**config.mk**
```make
export PLATFORM = sky130hd
export DESIGN_NAME = count_capture
export DESIGN_NICKNAME = d
export VERILOG_FILES = /design/src/rtl/count_capture_pkg.sv /design/src/rtl/count_capture_fifo.sv /design/src/rtl/count_capture.sv
export SDC_FILE = /design/constraint.sdc
export NUM_CORES = 1
export LEC_CHECK = 0
export BUFFER_PORTS_ARGS = -buffer_cell sky130_fd_sc_hd__clkbuf_2
export CAP_MARGIN = 20
export CORE_MARGIN = 2
export CORE_UTILIZATION = 58
export CTS_CLUSTER_DIAMETER = 200
export DETAILED_ROUTE_END_ITERATION = 16
export PLACE_DENSITY = 0.9
export RECOVER_POWER = 100
export SLEW_MARGIN = 0
export SYNTH_ARGS = -nofsm -noshare
export SYNTH_HDL_FRONTEND = slang
export SYNTH_HIERARCHICAL = 1
export SYNTH_SLANG_ARGS = --single-unit
```
**constraint.sdc**
```tcl
create_clock -name wb_clk_i -period 6.5 [get_ports wb_clk_i]
set_input_delay 0.975 -clock wb_clk_i [delete_from_list [all_inputs] [get_ports wb_clk_i]]
set_output_delay 0.975 -clock wb_clk_i [all_outputs]
set_load 0.01 [all_outputs]
```
**src/rtl/count_capture_pkg.sv**
```systemverilog
// Shared constants for count_capture: register offsets, CTRL/STATUS bit positions, default depth.
package count_capture_pkg;

   localparam int unsigned DEFAULT_DEPTH = 8;

   localparam logic [3:0] OFF_DATA   = 4'h0;
   localparam logic [3:0] OFF_STATUS = 4'h4;
   localparam logic [3:0] OFF_CTRL   = 4'h8;
   localparam logic [3:0] OFF_RSVD   = 4'hC;

   localparam int unsigned CTRL_EN_BIT  = 0;
   localparam int unsigned CTRL_THR_LSB = 1;
   localparam int unsigned CTRL_THR_MSB = 4;
   localparam int unsigned CTRL_CLR_BIT = 8;

   localparam int unsigned STAT_LVL_LSB   = 0;
   localparam int unsigned STAT_LVL_MSB   = 3;
   localparam int unsigned STAT_EMPTY_BIT = 4;
   localparam int unsigned STAT_FULL_BIT  = 5;
   localparam int unsigned STAT_OVF_BIT   = 6;
   localparam int unsigned STAT_IRQ_BIT   = 7;

endpackage

```
**src/rtl/count_capture_fifo.sv**
```systemverilog
// Capture FIFO: power-of-two depth, wrapping pointers, level 0..DEPTH, clear wins over push/pop.
module count_capture_fifo #(
   parameter int unsigned BITS  = 30,
   parameter int unsigned DEPTH = 8
) (
   input  logic                       clk,
   input  logic                       rst_n,
   input  logic                       push,
   input  logic                       pop,
   input  logic                       clr,
   input  logic [BITS-1:0]            din,
   output logic [BITS-1:0]            dout,
   output logic [$clog2(DEPTH):0]     level,
   output logic                       full,
   output logic                       empty
);

   localparam int unsigned AW = $clog2(DEPTH);
   localparam int unsigned LW = AW + 1;

   logic [BITS-1:0] mem [DEPTH];
   logic [AW-1:0]   wr_ptr;
   logic [AW-1:0]   rd_ptr;
   logic            do_pop_c;
   logic            do_push_c;

   assign full      = (level == LW'(DEPTH));
   assign empty     = (level == '0);
   assign do_pop_c  = pop & ~empty;
   // a pop in the same cycle frees the slot a push into a full FIFO needs
   assign do_push_c = push & (~full | do_pop_c);
   assign dout      = mem[rd_ptr];

   always_ff @(posedge clk) begin
      if (do_push_c && !clr) begin
         mem[wr_ptr] <= din;
      end
   end

   always_ff @(posedge clk or negedge rst_n) begin
      if (!rst_n) begin
         wr_ptr <= '0;
         rd_ptr <= '0;
         level  <= '0;
      end else if (clr) begin
         wr_ptr <= '0;
         rd_ptr <= '0;
         level  <= '0;
      end else begin
         if (do_push_c) wr_ptr <= wr_ptr + AW'(1);
         if (do_pop_c)  rd_ptr <= rd_ptr + AW'(1);
         level <= level + LW'(do_push_c) - LW'(do_pop_c);
      end
   end

endmodule

```
**src/rtl/count_capture.sv**
```systemverilog
// Wishbone-mapped counter capture: trig_i edges push count_i into a FIFO read back over the bus.
// Define COUNT_CAPTURE_SYNC_EN to pass trig_i through a 2-flop synchroniser before edge detection.
module count_capture
   import count_capture_pkg::*;
#(
   parameter int unsigned BITS      = 30,
   parameter int unsigned DEPTH     = DEFAULT_DEPTH,
   parameter logic [31:0] BASE_ADDR = 32'h3000_0000
) (
   input  logic            wb_clk_i,
   input  logic            wb_rst_i,
   input  logic            wbs_cyc_i,
   input  logic            wbs_stb_i,
   input  logic            wbs_we_i,
   input  logic [3:0]      wbs_sel_i,
   input  logic [31:0]     wbs_adr_i,
   input  logic [31:0]     wbs_dat_i,
   output logic            wbs_ack_o,
   output logic [31:0]     wbs_dat_o,
   input  logic [BITS-1:0] count_i,
   input  logic            trig_i,
   output logic            irq_o
);

   localparam int unsigned LW = $clog2(DEPTH) + 1;

   logic            armed;
   logic            ctrl_en;
   logic [3:0]      ctrl_thr;
   logic            ovf;
   logic            trig_s;
   logic            trig_d;
   logic [BITS-1:0] head;
   logic [LW-1:0]   level;
   logic            full;
   logic            empty;

   logic            valid_c;
   logic            start_c;
   logic [3:0]      off_c;
   logic            rd_c;
   logic            wr_c;
   logic            pop_c;
   logic            push_c;
   logic            clr_c;
   logic            ctrl_wr_c;
   logic            ovf_set_c;
   logic            irq_next_c;
   logic [31:0]     rdata_c;
   logic            unused_c;

   // armed stays low for the first cycle after reset so a held strobe is not acked then
   assign valid_c   = wbs_cyc_i & wbs_stb_i & (wbs_adr_i[31:4] == BASE_ADDR[31:4]);
   assign start_c   = valid_c & ~wbs_ack_o & armed;
   assign off_c     = {wbs_adr_i[3:2], 2'b00};
   assign rd_c      = start_c & ~wbs_we_i;
   assign wr_c      = start_c & wbs_we_i;
   assign pop_c     = rd_c & (off_c == OFF_DATA) & ~empty;
   assign ctrl_wr_c = wr_c & (off_c == OFF_CTRL) & wbs_sel_i[0];
   assign clr_c     = wr_c & (off_c == OFF_CTRL) & wbs_sel_i[1] & wbs_dat_i[CTRL_CLR_BIT];
   assign push_c    = trig_s & ~trig_d & ctrl_en;
   assign ovf_set_c = push_c & full & ~pop_c;
   assign irq_next_c = ctrl_en & (ctrl_thr != 4'd0) & (32'(level) >= 32'(ctrl_thr));
   assign unused_c  = &{1'b0, wbs_adr_i[1:0], wbs_dat_i[31:9], wbs_dat_i[7:5], wbs_sel_i[3:2]};

`ifdef COUNT_CAPTURE_SYNC_EN
   logic [1:0] trig_sync;

   always_ff @(posedge wb_clk_i or negedge wb_rst_i) begin
      if (!wb_rst_i) trig_sync <= '0;
      else           trig_sync <= {trig_sync[0], trig_i};
   end

   assign trig_s = trig_sync[1];
`else
   assign trig_s = trig_i;
`endif

   // register read mux
   always_comb begin
      rdata_c = '0;
      case (off_c)
         OFF_DATA: begin
            if (!empty) rdata_c = 32'(head);
         end
         OFF_STATUS: begin
            rdata_c[STAT_LVL_MSB:STAT_LVL_LSB] = 4'(level);
            rdata_c[STAT_EMPTY_BIT]            = empty;
            rdata_c[STAT_FULL_BIT]             = full;
            rdata_c[STAT_OVF_BIT]              = ovf;
            rdata_c[STAT_IRQ_BIT]              = irq_o;
         end
         OFF_CTRL: begin
            rdata_c[CTRL_EN_BIT]                = ctrl_en;
            rdata_c[CTRL_THR_MSB:CTRL_THR_LSB] = ctrl_thr;
         end
         default: rdata_c = '0;
      endcase
   end

   always_ff @(posedge wb_clk_i or negedge wb_rst_i) begin
      if (!wb_rst_i) begin
         armed     <= 1'b0;
         wbs_ack_o <= 1'b0;
         wbs_dat_o <= '0;
         ctrl_en   <= 1'b0;
         ctrl_thr  <= '0;
         ovf       <= 1'b0;
         trig_d    <= 1'b0;
         irq_o     <= 1'b0;
      end else begin
         armed     <= 1'b1;
         wbs_ack_o <= start_c;
         wbs_dat_o <= rd_c ? rdata_c : '0;
         trig_d    <= trig_s;
         irq_o     <= irq_next_c;
         if (ctrl_wr_c) begin
            ctrl_en  <= wbs_dat_i[CTRL_EN_BIT];
            ctrl_thr <= wbs_dat_i[CTRL_THR_MSB:CTRL_THR_LSB];
         end
         if (clr_c)          ovf <= 1'b0;
         else if (ovf_set_c) ovf <= 1'b1;
      end
   end

   count_capture_fifo #(
      .BITS  (BITS),
      .DEPTH (DEPTH)
   ) u_fifo (
      .clk   (wb_clk_i),
      .rst_n (wb_rst_i),
      .push  (push_c),
      .pop   (pop_c),
      .clr   (clr_c),
      .din   (count_i),
      .dout  (head),
      .level (level),
      .full  (full),
      .empty (empty)
   );

endmodule

```
==> results_dict.tcl, run 1 <==
set metrics [dict create \
    num_rows 51 \
    root_buffer "sky130_fd_sc_hd__clkbuf_16" \
    drc 0 \
    drt-total-wl_um 24000 \
    cts_tree "yes" \
    max-slew-margin-rel_pct -124 \
    reg_to_reg_startpoint "u_fifo/level[2]" \
    clock_insertion_delay_worst_skew_ps 570 \
    ctsHoldBuffers 0 \
    numClockSinks 290 \
    setup_viol 0 \
    gpl.final_weighted_congestion 0.862 \
    clock_tree.htree_level_count 1 \
    sequential_element_share_of_the_synthesized_area_pct 72.3 \
    avgViaCountPerCell 6.01 \
    critical_path.endpoint_type "register" \
    die_x_um 146 \
    post-route-period-util_pct 71.4 \
    cts.reportedPaths.clkPinSlew_ps 60 \
    final_net_count 818 \
    detailroute.via_count 5954 \
    drive_gt1_share_pct 19.8 \
    synthCells 581 \
    cts.repair_timing.setup_buffer_count 0 \
    final.hold.worst_slack_ps 515 \
    finalCriticalPeriod_ps 4640 \
    preCtsSetupSlack_ps 1830 \
    report.final.slew_viol_count 114 \
    outcome "complete, but fails checks" \
    grt_util_all_layers_pct 22.8 \
    crit_type "register to register" \
    fp.dieArea_sq_um 21300 \
    violations_in_the_final_reports "max-capacitance violations, max-slew violations" \
    seq_area_sq_um 8460 \
    post_synth.cell_area_avg_sq_um 20.1 \
    yosys_register_bits 290 \
    hold_path_startpoint "ovf" \
    design.core.area_sq_um 19700 \
    io_buffer_count 105 \
    synthTopCellsByArea "sky130_fd_sc_hd__edfxtp_1 (62%), sky130_fd_sc_hd__mux4_1 (13%), sky130_fd_sc_hd__dfrtp_1 (11%)" \
    detail_route.first_pass.iterations 5 \
    number_of_global_route_vias_before_repair 6291 \
    yosys.cell_types.count 47 \
    wire_length_of_the_first_global_routing_pass_um 36200 \
    ys.warnings.count 6 \
    total_i_o_pin_count 138 \
    die_y_um 146 \
    crit_fanout 21 \
    grt_start_max_net_pins 63 \
    numCtsBuffers 28 \
    leak_nw 4.67 \
    longest_clk_path_bufs 3 \
    rsz0062_at_grt "no" \
    p_r_area_growth_vs_syn_pct 14.6 \
    cp-start-kind "register" \
    powerDensity_nw_per_um2 277 \
    vdd_drop_max_mv 0.252 \
    setup_tns_ps 0 \
    postCtsResizedCells 0 \
    max_slew.worst_pin.slew_ps 3360 \
    synth.cell_area_sq_um 11700 \
    initialDrtViolationCount 509 \
    synth_top_area_share_pct 61.6 \
    critical_path_required_ps 6750 \
    finClkSkew_ps 22.9 \
    antenna_found_initial 0 \
    dr_wl_cell_um 24.2 \
    synth_top_flop_cell "sky130_fd_sc_hd__edfxtp_1" \
    fillers 1270 \
    maximum_clock_frequency_mhz 216 \
    share_of_synthesized_flip_flops_with_an_asynchronous_set_or_reset_pct 17.2 \
    post-dp-hpwl_um 13100 \
    grt_overflow 0 \
    worstSetupStartpoint "u_fifo/level[2]" \
    min_path_type "register to register" \
    antenna_violation_net_count_after_detailed_routing 0 \
    final_critical_path_setup_slack_ps 1860 \
    multi_input_area_sq_um 3040 \
    synth.largest_area_cell "sky130_fd_sc_hd__edfxtp_1" \
    max_cap_violations 2 \
    start_util_pct 59.6 \
    hold_viol 0 \
    synth_edf_count 240 \
    critPathArrivalTime_ps 4890 \
]
[metal layers]
metal / global-route usage [%] / vias up / wire length (um)
met5: 0 / - / 0
met4: 7.62 / 0 / 869
met3: 4.69 / 65 / 1710
met2: 40.2 / 275 / 12300
met1: 28.7 / 3007 / 9120
li1: - / 2607 / -
[kinds of logic after synthesis]
kind of cell	count (synthesis)	synth area share, %
buf+inv	38	1.85
other cells	2	0.0642
simple gates	112	5.93
fa+ha+maj	12	1.35
flops	290	72.3
compound gates	31	1.73
xor+xnor	1	0.0748
mux	95	16.7
[final timing paths]
check	endpoint	slack, ps	cells past startpoint
setup / recovery	u_fifo/mem[7][2]	1860	10
hold / removal	ovf	520	1
setup reg to reg	u_fifo/mem[7][2]	1860	10
hold reg to reg	ovf	520	1
max in group asynchronous	u_fifo/rd_ptr[2]	2990	2
min in group asynchronous	ovf	1530	2
[Yosys cell counts (all sizes together) (3+ instances only)]
master  number
mux4        60
a21oi        9
nand2b       6
nand2       13
nor3         9
mux2        33
buf         13
a22oi        8
and2        22
clkbuf      16
a21o         3
dfrtp       50
nand4b       7
nand4        4
nor4         5
o21ai        6
edfxtp     240
inv          9
nor2b        6
nor2        27
ha          11
[layout by cell type (no fill, tap or decap), types with 4 or more instances in the layout]
cell type	n
sky130_fd_sc_hd__edfxtp_1	240
sky130_fd_sc_hd__a22oi_1	8
sky130_fd_sc_hd__nand2b_1	6
sky130_fd_sc_hd__ha_1	11
sky130_fd_sc_hd__clkinv_1	4
sky130_fd_sc_hd__and2_1	4
sky130_fd_sc_hd__nand4b_1	7
sky130_fd_sc_hd__clkbuf_2	42
sky130_fd_sc_hd__and2_0	18
sky130_fd_sc_hd__bufinv_16	4
sky130_fd_sc_hd__nand2_1	13
sky130_fd_sc_hd__nor2_1	27
sky130_fd_sc_hd__clkbuf_1	69
sky130_fd_sc_hd__nor2b_1	6
sky130_fd_sc_hd__o21ai_0	6
sky130_fd_sc_hd__inv_1	9
sky130_fd_sc_hd__clkinv_2	9
sky130_fd_sc_hd__buf_12	4
sky130_fd_sc_hd__mux2_2	28
sky130_fd_sc_hd__buf_4	7
sky130_fd_sc_hd__mux4_1	58
sky130_fd_sc_hd__nor3_2	4
sky130_fd_sc_hd__clkbuf_16	28
sky130_fd_sc_hd__mux2_1	5
sky130_fd_sc_hd__a21oi_1	9
sky130_fd_sc_hd__dfrtp_1	48
[layout make-up]
| type | count | area share, % |
|---|---|---|
| diodes | 1 | 0.0187 |
| clock buffers | 32 | 5.41 |
| clock inverters | 20 | 1.68 |
| inverters | 9 | 0.252 |
| multi-input cells | 254 | 22.7 |
| flip-flops and latches | 290 | 63.1 |
| well taps | 265 | 2.47 |
| repair buffers | 119 | 4.40 |
[registers in the layout, summed over array words and instances, names as in the netlist]
register	flops
wbs_ack_o	1
wbs_dat_o	30
u_fifo/rd_ptr	3
ctrl_thr	4
irq_o	1
u_fifo/level	4
u_fifo/mem	240
armed	1
ovf	1
ctrl_en	1
trig_d	1
u_fifo/wr_ptr	3
[through the flow]
step	utilization, %	std cells	area, sq um	power, W
6_report	68.2	990	13400	0.00371
5_1_grt	68.2	989	13400	0.00381
4_1_cts	68.6	986	13500	0.00374
3_5_place_dp	63.8	934	12500	0.00211
3_3_place_gp	63.7	933	12500	0.00210
2_1_floorplan	-	582	11700	0.00206
[report_power, final]
group | switching, W | internal, W
logic | 0.0000362 | 0.0000168
registers | 0.000000132 | 0.00201
clock network | 0.000682 | 0.000964
[critical path, stage by stage, from the launching register on]
cell and delay, ps:
sky130_fd_sc_hd__dfrtp_1 390, sky130_fd_sc_hd__inv_1 110, sky130_fd_sc_hd__ha_1 240, sky130_fd_sc_hd__nor3b_1 210, sky130_fd_sc_hd__nor2_1 370, sky130_fd_sc_hd__nand2_1 160, sky130_fd_sc_hd__nor3_4 650, sky130_fd_sc_hd__nor2b_1 490
sky130_fd_sc_hd__o21ai_0 350, sky130_fd_sc_hd__nor2_1 1050, sky130_fd_sc_hd__buf_12 290
No activity file was read; power rests on OpenSTA's default activity.
==> inputs of run 2 (changes only) <==
- ABC_AREA: not set -> 1
- CORE_UTILIZATION: 58 -> 52
- PLACE_DENSITY: 0.9 -> 0.86
- clock period: 6.5 -> 3.8 ns (I/O delays scaled with it)
==> results_dict.tcl, run 2 <==
set metrics [dict create \
    post-dp-hpwl_um 14800 \
    r2r-end "u_fifo/mem[4][8]" \
    critical_path_required_ps 4040 \
    die_x_um 155 \
    timing.reg2reg.worst_path_depth 12 \
    largest_registers "u_fifo/mem (240), wbs_dat_o (30)" \
    synth_edf_count 240 \
    cell_internal_pwr_w 0.00509 \
    reg2reg_setup_slack_ps 390 \
    critical-path-slowest-cell "sky130_fd_sc_hd__nor2_2" \
    gpl.final_weighted_congestion 0.824 \
    report.final.slew_viol_count 66 \
    fillers 1711 \
    critPathMostFrequentCell "sky130_fd_sc_hd__nand2_1" \
    vdd_drop_max_mv 0.362 \
    numClockSinks 290 \
    num_rows 55 \
    grt_overflow 0 \
    antenna_found_initial 2 \
    gr-usage-met1_pct 27.0 \
    grt_start_max_net_pins 122 \
    cts.reportedPaths.clkPinSlew_ps 60 \
    max_slew.worst_pin.slew_ps 1890 \
    p_r_area_growth_vs_syn_pct 14.7 \
    dr_wl_cell_um 17.7 \
    maximum_clock_frequency_mhz 293 \
    number_of_global_route_vias_before_repair 7884 \
    critical_path.endpoint_type "register" \
    rsz0062_at_grt "no" \
    top_library_cells_by_usage_in_the_layout_fill_and_taps_aside "sky130_fd_sc_hd__nor2_1 (241), sky130_fd_sc_hd__edfxtp_1 (240), sky130_fd_sc_hd__nand2_1 (141), sky130_fd_sc_hd__o21ai_0 (99), sky130_fd_sc_hd__o21ai_1 (88)" \
    synthTopCellsByArea "sky130_fd_sc_hd__edfxtp_1 (61%), sky130_fd_sc_hd__dfrtp_1 (11%), sky130_fd_sc_hd__nor2_1 (7.8%)" \
    root_buffer "sky130_fd_sc_hd__clkbuf_16" \
    setup_tns_ps 0 \
    design.core.area_sq_um 22400 \
    total_i_o_pin_count 138 \
    post-synth-top-count-cell "sky130_fd_sc_hd__nor2_1" \
    seqPwrFrac_pct 54.7 \
    critPathBufInv 4 \
    final_net_count 1250 \
    seq_area_sq_um 8460 \
    crit_family "simple AND/OR/NAND/NOR gates" \
    clock_insertion_delay_worst_skew_ps 550 \
    largest_register_ffs 240 \
    synth.cell_area_sq_um 11800 \
    critPathArrivalTime_ps 3650 \
    share_comb_of_total_power_pct 1.4 \
    drive_gt1_share_pct 9.86 \
    p_clk_share_pct 43.8 \
    leading_cell_type_in_the_layout_fill_and_taps_excluded "sky130_fd_sc_hd__nor2_1" \
    start_util_pct 52.6 \
    multi_input_area_sq_um 2850 \
    finClkSkew_ps 19.5 \
    detail_route.first_pass.iterations 5 \
    post-route-period-util_pct 89.7 \
    avgViaCountPerCell 5.47 \
    violations_in_the_final_reports "max-capacitance violations, max-slew violations" \
    yosys_register_bits 290 \
    hold_viol 0 \
    min_path_type "input pin to register" \
    max-slew-margin-rel_pct -26.3 \
    synthCells 1027 \
    share_of_synthesized_flip_flops_with_an_asynchronous_set_or_reset_pct 17.2 \
    crit_fanout 17 \
    path_cells "inv_1, ha_1, nand2_1, inv_1, nor3_1, nand3_4, inv_2, nand2_1, nand2_1, nand3_1, nor2_2, buf_12" \
    synth.largest_area_cell "sky130_fd_sc_hd__edfxtp_1" \
    detailroute.via_count 7897 \
    reg_to_reg_startpoint "u_fifo/level[2]" \
    leak_nw 5.00 \
    synth_top_flop_cell "sky130_fd_sc_hd__edfxtp_1" \
    numCtsBuffers 28 \
    cp-start-kind "register" \
    synth_top_area_share_pct 61.1 \
    finalCoreUtilization_pct 60.3 \
    place_area_sq_um 12700 \
    postLayoutCellArea_sq_um 13500 \
    fp.dieArea_sq_um 23900 \
    initialDrtViolationCount 775 \
    finalCriticalPeriod_ps 3410 \
    ys.warnings.count 6 \
    crit_type "register to register" \
    drt-total-wl_um 25500 \
    cts_tree "yes" \
    post_synth.cell_area_avg_sq_um 11.5 \
    grt_util_all_layers_pct 21.3 \
    drc 0 \
    worstHoldEndpoint "trig_d" \
    min_delay_path_depth 1 \
    setup_viol 0 \
    global_route.usage.met3_pct 4.09 \
    sequential_element_share_of_the_synthesized_area_pct 71.7 \
    power.switching_w 0.00120 \
    clock_tree.htree_level_count 1 \
    longest_clk_path_bufs 3 \
    hold_path_startpoint "trig_i" \
    swShare_pct 19.1 \
    gr-usage-met2_pct 37.3 \
    worst_path_largest_cell_delay_ps 840 \
    top_reg_by_flops "u_fifo/mem" \
    max_cap_violations 2 \
    wire_length_of_the_first_global_routing_pass_um 40100 \
    io_buffer_count 105 \
    yosys.cell_types.count 30 \
    antenna_violation_net_count_after_detailed_routing 0 \
    leading_post_synthesis_cells_by_instance_count "sky130_fd_sc_hd__nor2_1 (246), sky130_fd_sc_hd__edfxtp_1 (240), sky130_fd_sc_hd__nand2_1 (141)" \
    grt-busiest-layer "met2" \
    outcome "complete, but fails checks" \
    powerDensity_nw_per_um2 465 \
    die_y_um 155 \
]
[run 2: cell count changes after synthesis, moves of 15 or more]
cell                      delta
sky130_fd_sc_hd__nor2_1    +219
sky130_fd_sc_hd__nand2_1   +128
sky130_fd_sc_hd__o21ai_1   +114
sky130_fd_sc_hd__o21ai_0    +67
sky130_fd_sc_hd__mux4_1     -58
sky130_fd_sc_hd__inv_1      +41
sky130_fd_sc_hd__mux2_2     -33
sky130_fd_sc_hd__and2_1     -22
sky130_fd_sc_hd__buf_2      +20
sky130_fd_sc_hd__nand3_1    +15
[run 2: kinds of logic (layout without fill, tap and decap cells)]
| family | Yosys count | after routing | synth area share [%] |
|---|---|---|---|
| AND/OR/NAND/NOR | 418 | 418 | 14.0 |
| flip-flops | 290 | 290 | 71.7 |
| AO/OA/AOI/OAI | 198 | 198 | 8.53 |
| buffers and inverters | 104 | 232 | 4.18 |
| adder cells (fa/ha/maj) | 12 | 12 | 1.34 |
| XOR/XNOR | 3 | 3 | 0.223 |
| other | 2 | 5 | 0.0636 |
[run 2: area by class of cell]
cell class | instances | share of cell area (%)
timing repair buffer | 128 | 5.40
sequential | 290 | 62.5
tap | 285 | 2.64
clock inverter | 11 | 1.18
inverter | 52 | 1.45
clock buffer | 41 | 5.69
antenna | 2 | 0.0370
multi-input combinational | 634 | 21.1
[run 2: how the worst max path moves through the flow]
stage	startpoint	endpoint	slack, ps	depth (start not counted)
after floorplan	u_fifo/level[2]	u_fifo/mem[0][0]	270	11
after global placement	wbs_adr_i[9]	u_fifo/mem[4][24]	500	12
after detailed placement	wbs_adr_i[9]	u_fifo/mem[2][24]	450	14
after CTS	u_fifo/level[2]	u_fifo/mem[2][21]	540	13
after global routing	u_fifo/level[2]	u_fifo/mem[4][8]	180	12
final	u_fifo/level[2]	u_fifo/mem[4][8]	390	12
[run 2: power by group through the flow]
stage	Combinational, W	Clock (W)	Sequential, W
floorplan	0.0000157	0	0.00351
global placement	0.0000902	0	0.00351
detailed placement	0.0000965	0	0.00351
CTS	0.0000982	0.00280	0.00344
global route	0.000103	0.00293	0.00344
finish	0.0000909	0.00276	0.00344
[run 2: routing by layer]
| layer | up-vias | routed length [um] |
|---|---|---|
| met3 | 57 | 1800 |
| met4 | 0 | 697 |
| met5 | - | 0 |
| met1 | 3800 | 10100 |
| met2 | 323 | 12900 |
| li1 | 3717 | - |
[run 2: through the flow]
step	total power (W)	setup WS, ps	hold WS [ps]	instances
global route	0.00648	183	165	1442
global placement	0.00360	501	480	1386
floorplan	0.00353	272	274	1028
detailed placement	0.00361	446	474	1387
CTS	0.00634	542	160	1440
finish	0.00629	392	184	1443
[run 2: what timing repair did]
item                      CTS  global route
hold endpoints to repair    6             0
hold buffers                1             0
buffers inserted            0             0
gates resized for setup     0             0
[run 2: worst register-to-register path, cell delays in order (launching register included)]
cell	delay (ps)
sky130_fd_sc_hd__dfrtp_1	370
sky130_fd_sc_hd__inv_1	90
sky130_fd_sc_hd__ha_1	190
sky130_fd_sc_hd__nand2_1	90
sky130_fd_sc_hd__inv_1	70
sky130_fd_sc_hd__nor3_1	380
sky130_fd_sc_hd__nand3_4	110
sky130_fd_sc_hd__inv_2	110
sky130_fd_sc_hd__nand2_1	140
sky130_fd_sc_hd__nand2_1	250
sky130_fd_sc_hd__nand3_1	190
sky130_fd_sc_hd__nor2_2	840
sky130_fd_sc_hd__buf_12	280
==> inputs of run 3 (changes only) <==
- BUFFER_PORTS_ARGS: -buffer_cell sky130_fd_sc_hd__clkbuf_2 -> not set
- CORE_UTILIZATION: 52 -> 57
- DONT_BUFFER_PORTS: not set -> 1
- SLEW_MARGIN: 0 -> 20
==> results_dict.tcl, run 3 (same netlist as run 2, synthesis figures left out) <==
set metrics [dict create \
    maximum_clock_frequency_mhz 293 \
    leak_nw 4.77 \
    largest_registers "u_fifo/mem (240), wbs_dat_o (30)" \
    gr-usage-met1_pct 28.1 \
    number_of_global_route_vias_before_repair 7383 \
    design.core.area_sq_um 20300 \
    setup_tns_ps 0 \
    setup_viol 0 \
    drc 0 \
    final_net_count 1141 \
    num_rows 52 \
    detailroute.via_count 7573 \
    critical_path_required_ps 4200 \
    crit_fanout 63 \
    gr-usage-met2_pct 39.6 \
    report.final.slew_viol_count 0 \
    antenna_found_initial 0 \
    critical-path-slowest-cell "sky130_fd_sc_hd__dfrtp_2" \
    place_area_sq_um 12000 \
    worst_path_largest_cell_delay_ps 1100 \
    start_util_pct 58.1 \
    io_buffer_count 0 \
    finClkSkew_ps 9.29 \
    top_reg_by_flops "u_fifo/mem" \
    p_r_area_growth_vs_syn_pct 10.8 \
    grt_overflow 0 \
    clock_tree.htree_level_count 1 \
    cts.reportedPaths.clkPinSlew_ps 60 \
    crit_type "register to register" \
    cp-start-kind "register" \
    max_slew.worst_pin.slew_ps 1390 \
    critical_path.endpoint_type "register" \
    powerDensity_nw_per_um2 483 \
    finalCoreUtilization_pct 64.4 \
    max_cap_violations 0 \
    cts.repair_timing.setup_buffer_count 0 \
    gpl.final_weighted_congestion 0.843 \
    detail_route.first_pass.iterations 6 \
    hold_path_startpoint "trig_i" \
    layoutNonFillerInstCount 1316 \
    dp_cells 1258 \
    die_y_um 148 \
    hold_viol 0 \
    antenna_cells_inserted 0 \
    dr_wl_cell_um 18.9 \
    path_cells "inv_1, buf_4, o21ai_0, o21ai_1, nand2_1, nand2_1, inv_1, nor2_1" \
    postCtsResizedCells 0 \
    grt_util_all_layers_pct 22.4 \
    post-dp-hpwl_um 13300 \
    max-slew-margin-rel_pct 7.14 \
    avgViaCountPerCell 5.75 \
    drive_gt1_share_pct 7.36 \
    cts_tree "yes" \
    clock_insertion_delay_worst_skew_ps 530 \
    fp.dieArea_sq_um 21900 \
    min_path_type "input pin to register" \
    outcome "finished clean" \
    reg_to_reg_startpoint "u_fifo/rd_ptr[0]" \
    preCtsSetupSlack_ps 539 \
    global_route.usage.met3_pct 4.38 \
    wire_length_of_the_first_global_routing_pass_um 38100 \
    die_x_um 148 \
    grt-busiest-layer "met2" \
    initialDrtViolationCount 888 \
    finalCriticalPeriod_ps 3410 \
    longest_clk_path_bufs 3 \
    total_i_o_pin_count 138 \
    numCtsBuffers 28 \
    critPathArrivalTime_ps 3820 \
    postLayoutCellArea_sq_um 13100 \
    numClockSinks 290 \
    grt_start_max_net_pins 64 \
    largest_register_ffs 240 \
    antenna_violation_net_count_after_detailed_routing 0 \
    drt-total-wl_um 24900 \
    rsz0062_at_grt "no" \
    root_buffer "sky130_fd_sc_hd__clkbuf_16" \
    top_library_cells_by_usage_in_the_layout_fill_and_taps_aside "sky130_fd_sc_hd__nor2_1 (240), sky130_fd_sc_hd__edfxtp_1 (240), sky130_fd_sc_hd__nand2_1 (141), sky130_fd_sc_hd__o21ai_0 (96), sky130_fd_sc_hd__o21ai_1 (91)" \
    post-route-period-util_pct 89.8 \
    worstSetupStartpoint "u_fifo/rd_ptr[0]" \
    vdd_drop_max_mv 0.323 \
    final_critical_path_setup_slack_ps 388 \
]
==> run 3: changes by cell type in the layout (fill, tap and decap cells not counted), sizes merged <==
| cell | change |
|---|---|
| buf | +2 |
| bufinv | +1 |
| clkbuf | -117 |
| clkinv | +2 |
| clkinvlp | +1 |
| diode | -2 |
| inv | +1 |
==> run 3: report_power, final <==
group | internal (W) | switching (W) | total [W] | leakage, nW
Combinational | 0.0000102 | 0.0000232 | 0.0000333 | 1.50
Sequential | 0.00345 | 0.000000496 | 0.00345 | 2.80
Clock | 0.00172 | 0.00112 | 0.00283 | 0.469
Total | 0.00517 | 0.00114 | 0.00631 | 4.77
==> run 3: path summary, 6_finish.rpt <==
check | to | slack (ps) | depth (start not counted)
worst max-delay path | wbs_dat_o[10] | 390 | 8
worst min-delay path | trig_d | 60 | 0
worst max register to register | wbs_dat_o[10] | 390 | 8
worst min register to register | wbs_dat_o[6] | 490 | 2
max in group asynchronous | u_fifo/rd_ptr[0] | 3000 | 2
min in group asynchronous | wbs_dat_o[0] | 570 | 2
==> run 3: worst max-delay path: cells and delay by family (launching register included) <==
kind	cells	cell delay, ps
compound gates	2	350
buf+inv	3	1570
flops	1	1100
simple gates	3	200
==> run 3: per-layer routing <==
| layer | part of all wire, % | wire, um |
|---|---|---|
| met5 | 0 | 0 |
| met4 | 1.9 | 471 |
| met3 | 8.4 | 2100 |
| met2 | 52 | 12900 |
| met1 | 38 | 9500 |
==> run 3: cell type report <==
type                       count  area (sq um)
fill                        1422          7220
multi-input combinational    634          2880
tap                          270           338
timing repair buffer          19           243
sequential                   290          8460
inverter                      52           195
clock buffer                  35           778
clock inverter                16           180
==> run 3: metrics by stage <==
step | hold slack, ps | power, W
6_report | 64.3 | 0.00631
5_1_grt | 38.9 | 0.00649
3_5_place_dp | 276 | 0.00353
2_1_floorplan | 274 | 0.00353
4_1_cts | 41.3 | 0.00635
3_3_place_gp | 275 | 0.00353
==> run 3: what timing repair did <==
item / 4_1_cts / 5_1_grt
hold buffers: 2 / 0
endpoints found under the setup margin: 0 / 0
hold endpoints to repair: 50 / 0
